$ cat config.mk
export PLATFORM = sky130hd
export DESIGN_NAME = xor_checksum
export DESIGN_NICKNAME = d
export VERILOG_FILES = /design/src/rtl/xor_checksum_pkg.sv /design/src/rtl/xor_n.sv /design/src/rtl/xor_checksum.sv
export SDC_FILE = /design/constraint.sdc
export NUM_CORES = 1
export LEC_CHECK = 0
export ABC_AREA = 1
export CORE_MARGIN = 2
export CORE_UTILIZATION = 40
export DETAILED_ROUTE_END_ITERATION = 10
export GPL_TIMING_DRIVEN = 0
export PLACE_DENSITY = 0.65
export SETUP_SLACK_MARGIN = 0.2
export SYNTH_ARGS = -nofsm -noshare
export SYNTH_HDL_FRONTEND = slang
export SYNTH_SLANG_ARGS = --single-unit
$ cat constraint.sdc
create_clock -name clk_sys -period 2.8 [get_ports clk_sys]
set_input_delay 0.56 -clock clk_sys [delete_from_list [all_inputs] [get_ports clk_sys]]
set_output_delay 0.56 -clock clk_sys [all_outputs]
set_load 0.03 [all_outputs]
$ cat src/rtl/xor_checksum_pkg.sv
// rtl/xor_checksum_pkg.sv - shared types and helpers for the XOR checksum engine
package xor_checksum_pkg;

  typedef enum logic {
    ACC  = 1'b0,
    HOLD = 1'b1
  } state_t;

  localparam int MAX_W = 64;

  // Width-generic rotate-left by one: callers zero-extend to MAX_W and pass the live width.
  function automatic logic [MAX_W-1:0] rotl1(input logic [MAX_W-1:0] word, input int width);
    logic [MAX_W-1:0] mask;
    mask = (MAX_W'(1) << width) - MAX_W'(1);
    return ((word << 1) | (word >> (width - 1))) & mask;
  endfunction

endpackage

$ cat src/rtl/xor_n.sv
// rtl/xor_n.sv - WIDTH-bit XOR built from per-bit NAND-composite XOR cells
module xor_bit (
  input  logic a,
  input  logic b,
  output logic y
);
  logic n_ab;
  logic n_a;
  logic n_b;

  assign n_ab = ~(a & b);
  assign n_a  = ~(a & n_ab);
  assign n_b  = ~(b & n_ab);
  assign y    = ~(n_a & n_b);
endmodule

module xor_n #(
  parameter int WIDTH = 16
) (
  input  logic [WIDTH-1:0] a,
  input  logic [WIDTH-1:0] b,
  output logic [WIDTH-1:0] y
);
  for (genvar i = 0; i < WIDTH; i++) begin : g_bit
    xor_bit u_bit (
      .a(a[i]),
      .b(b[i]),
      .y(y[i])
    );
  end
endmodule

$ cat src/rtl/xor_checksum.sv
// rtl/xor_checksum.sv - streaming XOR/rotate-XOR packet checksum with beat count
module xor_checksum
  import xor_checksum_pkg::*;
#(
  parameter int WIDTH  = 16,
  parameter int CNT_W  = 8,
  parameter int ROTATE = 0
) (
  input  logic             clk_sys,
  input  logic             reset_n,
  input  logic             clear,
  input  logic             in_valid,
  output logic             in_ready,
  input  logic [WIDTH-1:0] in_data,
  input  logic             in_last,
  output logic             out_valid,
  input  logic             out_ready,
  output logic [WIDTH-1:0] out_sum,
  output logic [CNT_W-1:0] out_count,
  output logic             out_overflow
);

  localparam logic [CNT_W-1:0] CNT_MAX = '1;

  state_t           state;
  state_t           state_next;
  logic [WIDTH-1:0] acc;
  logic [WIDTH-1:0] acc_src;
  logic [WIDTH-1:0] acc_next;
  logic [CNT_W-1:0] cnt;
  logic [CNT_W-1:0] cnt_next;
  logic             ovf;
  logic             ovf_next;
  logic             cnt_full;
  logic             accept;

  assign in_ready  = (state == ACC);
  assign out_valid = (state == HOLD);
  // A beat offered alongside clear is dropped even though in_ready is high.
  assign accept    = in_valid && in_ready && !clear;

  assign acc_src  = (ROTATE != 0) ? WIDTH'(rotl1(MAX_W'(acc), WIDTH)) : acc;
  assign cnt_full = (cnt == CNT_MAX);
  assign cnt_next = cnt_full ? cnt : cnt + CNT_W'(1);
  assign ovf_next = ovf | cnt_full;

  xor_n #(.WIDTH(WIDTH)) u_fold (
    .a(acc_src),
    .b(in_data),
    .y(acc_next)
  );

  always_ff @(posedge clk_sys or negedge reset_n) begin
    if (!reset_n) begin
      state <= ACC;
    end else begin
      state <= state_next;
    end
  end

  always_comb begin
    state_next = state;
    case (state)
      ACC:     if (accept && in_last) state_next = HOLD;
      HOLD:    if (out_ready) state_next = ACC;
      default: state_next = ACC;
    endcase
    if (clear) state_next = ACC;
  end

  always_ff @(posedge clk_sys or negedge reset_n) begin
    if (!reset_n) begin
      acc          <= '0;
      cnt          <= '0;
      ovf          <= 1'b0;
      out_sum      <= '0;
      out_count    <= '0;
      out_overflow <= 1'b0;
    end else if (clear) begin
      acc <= '0;
      cnt <= '0;
      ovf <= 1'b0;
    end else if (accept) begin
      if (in_last) begin
        out_sum      <= acc_next;
        out_count    <= cnt_next;
        out_overflow <= ovf_next;
        acc          <= '0;
        cnt          <= '0;
        ovf          <= 1'b0;
      end else begin
        acc <= acc_next;
        cnt <= cnt_next;
        ovf <= ovf_next;
      end
    end
  end

endmodule

==> Word-level counts from Yosys, hierarchy flattened <==
Index checks and enable logic that the tools add are counted.
{ "totals": {"reg_bits": 51, "latch_bits": 0, "ramBits": 0, "rom_bits": 0, "inputBits": 22, "output_inout_bits": 27, "wordCells": 160, "mem_count": 0} }
{ "op_classes": {"addsub": 1, "multipliers": 0, "div": 0, "order_cmp": 0, "eq_ne": 1, "shift": 0, "mux": 14, "bitwise_logic": 131, "n_reduce_logical": 6} }
{ "op_table": {"columns": ["op", "count"], "rows": [
  ["1-bit NOT", 66],
  ["1-bit AND", 64],
  ["16-bit 2-to-1 mux", 3],
  ["8-bit 2-to-1 mux", 4],
  ["8-bit by 1-bit adder with 8-bit output, second input constant", 1],
  ["8-bit == test, second input constant", 1],
  ["1-bit 2-to-1 mux", 6],
  ["1-bit logical AND", 3],
  ["3-bit AND reduction", 1],
  ["1-bit one-hot mux with 2 select lines", 1],
  ["2-bit nonzero test", 1],
  ["1-bit logical NOT", 1],
  ["1-bit bitwise OR", 1]
]} }

==> Longest topological paths before layout <==
{ "depth": {"depth_word": 9, "depth_mapped": 7} }

==> Cells and area by module <==
From an unflattened synthesis, not the netlist that was laid out.
{ "hier_totals": {"cells_unflattened": 330, "area_unflattened_um2": 2608.8} }
{ "by_module_without_submodules": {"columns": ["module", "instances", "cells_per_inst", "area_per_inst_um2", "seq_area_each_um2"], "rows": [
  ["xor_checksum", 1, 250, 2308.5, 1276.2],
  ["xor_bit", 16, 5, 18.8, 0.0]
]} }

==> Worst setup path after synthesis <==
No wires, ideal clock.
{ "synth_timing": {"path_kind": "reg2reg", "start": "register state (netlist: out_valid)", "end": "register out_sum[0]", "setup_time_ns": 0.125, "arrival_time_ns": 1.286, "required_time_ns": 2.675, "slack_ns": 1.390, "path_stages_with_launch": 8, "path_buffers": 1, "cell_sequence": "dfrtp_1 inv_2 nand3_2 nor2_2 inv_2 buf_2 nand2_1 o21ai_1"} }
{ "synth_between": {"elab_chain_cells": 4} }
{ "synth_rtl": {"columns": ["element", "line_no", "text"], "rows": [
  ["start, declared", "xor_checksum.sv:25", "state_t state;"],
  ["start signal, assigned", "xor_checksum.sv:57", "state <= state_next;"],
  ["1-bit NOT", "xor_checksum.sv:37", "assign in_ready = (state == ACC);"],
  ["named net in_ready", "xor_checksum.sv:13", "output logic in_ready,"],
  ["1-bit logical AND (2 in series)", "xor_checksum.sv:40", "assign accept = in_valid && in_ready && !clear;"],
  ["3-bit AND reduction (no source line)", null, null],
  ["end signal, assigned", "xor_checksum.sv:85", "out_sum <= acc_next;"],
  ["end, declared", "xor_checksum.sv:18", "output logic [WIDTH-1:0] out_sum,"]
]} }
The timed path passes the listed nets, and every way through them passes these cells.
A chain may end at the register's enable or synchronous reset.

==> Worst setup path in the final report <==
{ "layout_timing": {"start": "register state (netlist: out_valid)", "end": "output port in_ready"} }
{ "layout_between": {"elab_chain_cells": 1} }
{ "layout_rtl": {"columns": ["element", "line_no"], "rows": [
  ["1-bit NOT", "xor_checksum.sv:37"],
  ["end, declared", "xor_checksum.sv:13"]
]} }
Every way passes these cells.

==> results.cfg <==
[floorplan]
initial_core_util = 0.413
die_w_um = 79.2
rows = 27
die-area_um2 = 6270
pin_count = 49
core-area_um2 = 5470
die_h_um = 79.2

[grt]
track_usage = 0.172
grt_pass1_wl_um = 8490
antenna_found_initial = 0
grt_pass1_vias = 1861
grt_start_max_net_pins = 39
grt_overflow = 0

[synthesis]
synthesis.nets = 273
synth_common_cells = nand2_1 (102), dfrtp_1 (51), inv_1 (13)
synth_edf_count = 0
yosys_warnings = 0
synth_top_area_share = 0.564
ys_ff_latch = 51
ys.flop_type = dfrtp_1
avgSynthCellArea_um2 = 9.04
ys_seq_area_frac = 0.564
yosysMostFrequentCell = nand2_1
synth_cells = 250
synth_cell_types = 23
synth_area_leaders = dfrtp_1 (56%), nand2_1 (17%), a22o_1 (3.5%)
async_flop_share = 1.00
yosysTopAreaCell = dfrtp_1
syn_area_um2 = 2260

[power_and_ir_drop]
p_leak_nw = 1.44
powerDensity_nw_per_um2 = 578
ir_drop_mv = 0.282

[worst_setup_path]
path_cells = inv_2 > clkdlybuf4s50_1
crit_path_top_delay_cell = clkdlybuf4s50_1
crit_family = buffers and inverters
cp-start-kind = flip-flop
max_stage_delay_ns = 0.66
worst_setup_path_end_kind = primary output
critPathArrivalTime_ns = 1.46
cp_max_fo = 4
crit_type = reg2out
required_ns = 2.24
path_buf_inv = 2

[route]
wl_per_cell_um = 12.7
drt_iter0_drc = 81
viasPerCell = 4.65
drtPass1Iterations = 4
vias = 1764
ant_nets = 0
wl_um = 4820
drc = 0

[sta]
relSlewSlack = 0.759
setup_viol = 0
fin_crit_sh = 0.722
hold_viol = 0
tightest_slew_ns = 0.361
fmax_mhz = 494
rsz0062_at_grt = false
finalMaxSlewViolations = 0
post-route-min-period_ns = 2.02
fin_tns_setup_ns = 0
fin_worst_skew_ns = 0.0112
hold_slack_ns = 0.153

[worst_hold_path]
worstHoldPathType = in2async

[cells_and_area]
multi_input_area_um2 = 881
stdcell_count = 379
num_antenna_cells = 0
area_growth_syn_to_layout_pct = 29.7
final_util = 0.536
layout-drive-gt1-share = 0.0847
fillers = 531
seqCellArea_um2 = 1280
nNetsFinal = 329

[run]
cap_violations = 0

[place]
numPortBuffers = 48
hpwl_um = 3410
dp.cells = 371
gp_congestion = 0.754

[cts]
cts_tree = yes
clkSinkCount = 51
cts_root_buf = clkbuf_8
cts_hold_buf = 0
clk_latency_ns = 0.30
numCtsBuffers = 5
cts_setup_buffers = 0
clk_path_buf_depth = 2
h-tree-depth = 2
cts_resized = 0
clk_pin_slew_ns = 0.09

[status]
status = complete, no violations
==> logic make-up (layout without fill, tap and decap cells) <==
logic type / Yosys count / in the layout / synth area share
AND/OR/NAND/NOR: 129 / 129 / 0.240
flip-flops: 51 / 51 / 0.564
AO/OA/AOI/OAI: 30 / 30 / 0.0819
buffers and inverters: 23 / 80 / 0.0459
XOR/XNOR: 16 / 16 / 0.0620
adder cells (fa/ha/maj): 1 / 1 / 0.00553
==> layout make-up <==
class                   instances  area share
flip-flops and latches         51       0.435
multi-input cells             176       0.300
repair buffers                 49       0.169
well taps                      72      0.0307
clock buffers                   6      0.0248
inverters                      15      0.0192
plain buffers                   8      0.0162
clock inverters                 2     0.00427
==> state kept, by name, summed over array words and instances, names as in the netlist <==
register	cells
cnt	8
out_valid	1
out_count	8
out_overflow	1
acc	16
out_sum	16
ovf	1
==> through the flow <==
stage	setup slack [ns]	total power [mW]	area [um2]
2_1_floorplan	1.39	1.09	2260
3_3_place_gp	-0.362	1.29	2830
3_5_place_dp	0.863	1.30	2850
4_1_cts	0.764	1.72	2930
5_1_grt	0.714	1.79	2930
6_report	0.777	1.69	2930
==> path summary, 6_finish.rpt <==
kind,start,end,slack (ns),depth (start not counted)
max in group asynchronous,reset_n,acc[15],2.12,2
worst max-delay path,out_valid,in_ready,0.78,2
worst max register to register,cnt[0],out_count[0],1.42,7
worst min register to register,out_sum[9],out_sum[9],0.48,2
worst min-delay path,reset_n,out_sum[15],0.15,1
min in group clk_sys,out_sum[9],out_sum[9],0.48,2
==> layout by cell type, fill, tap and decap left out <==
| master | n |
|---|---|
| clkinvlp_4 | 1 |
| dfrtp_1 | 51 |
| nand3_2 | 2 |
| clkbuf_1 | 1 |
| xor2_1 | 9 |
| xnor2_1 | 7 |
| inv_2 | 2 |
| inv_1 | 13 |
| o21ai_0 | 11 |
| nand2_2 | 1 |
| nand3b_1 | 1 |
| a31oi_1 | 1 |
| or2_2 | 1 |
| nand2_1 | 102 |
| clkbuf_8 | 5 |
| buf_4 | 3 |
| clkinv_2 | 1 |
| nand3_1 | 12 |
| a21oi_1 | 2 |
| buf_12 | 1 |
| nor2_1 | 5 |
| nor2_4 | 2 |
| nor2_2 | 1 |
| ha_1 | 1 |
| buf_2 | 6 |
| a22o_1 | 9 |
| clkdlybuf4s50_1 | 47 |
| or2_0 | 2 |
| o21ai_1 | 7 |
==> layer usage <==
layer / global-route usage / up-vias / share of wire
li1: - / 904 / -
met1: 0.223 / 823 / 0.48
met2: 0.292 / 35 / 0.47
met3: 0.0443 / 2 / 0.045
met4: 0.0397 / 0 / 0.0031
met5: 0 / - / 0
==> power by group <==
part / total, mW / internal, mW / switching (mW) / leakage (nW)
sequential: 0.851 / 0.809 / 0.0419 / 0.678
clock: 0.413 / 0.175 / 0.237 / 0.0412
combinational: 0.430 / 0.184 / 0.246 / 0.717
(Power assumes the default switching activity.)
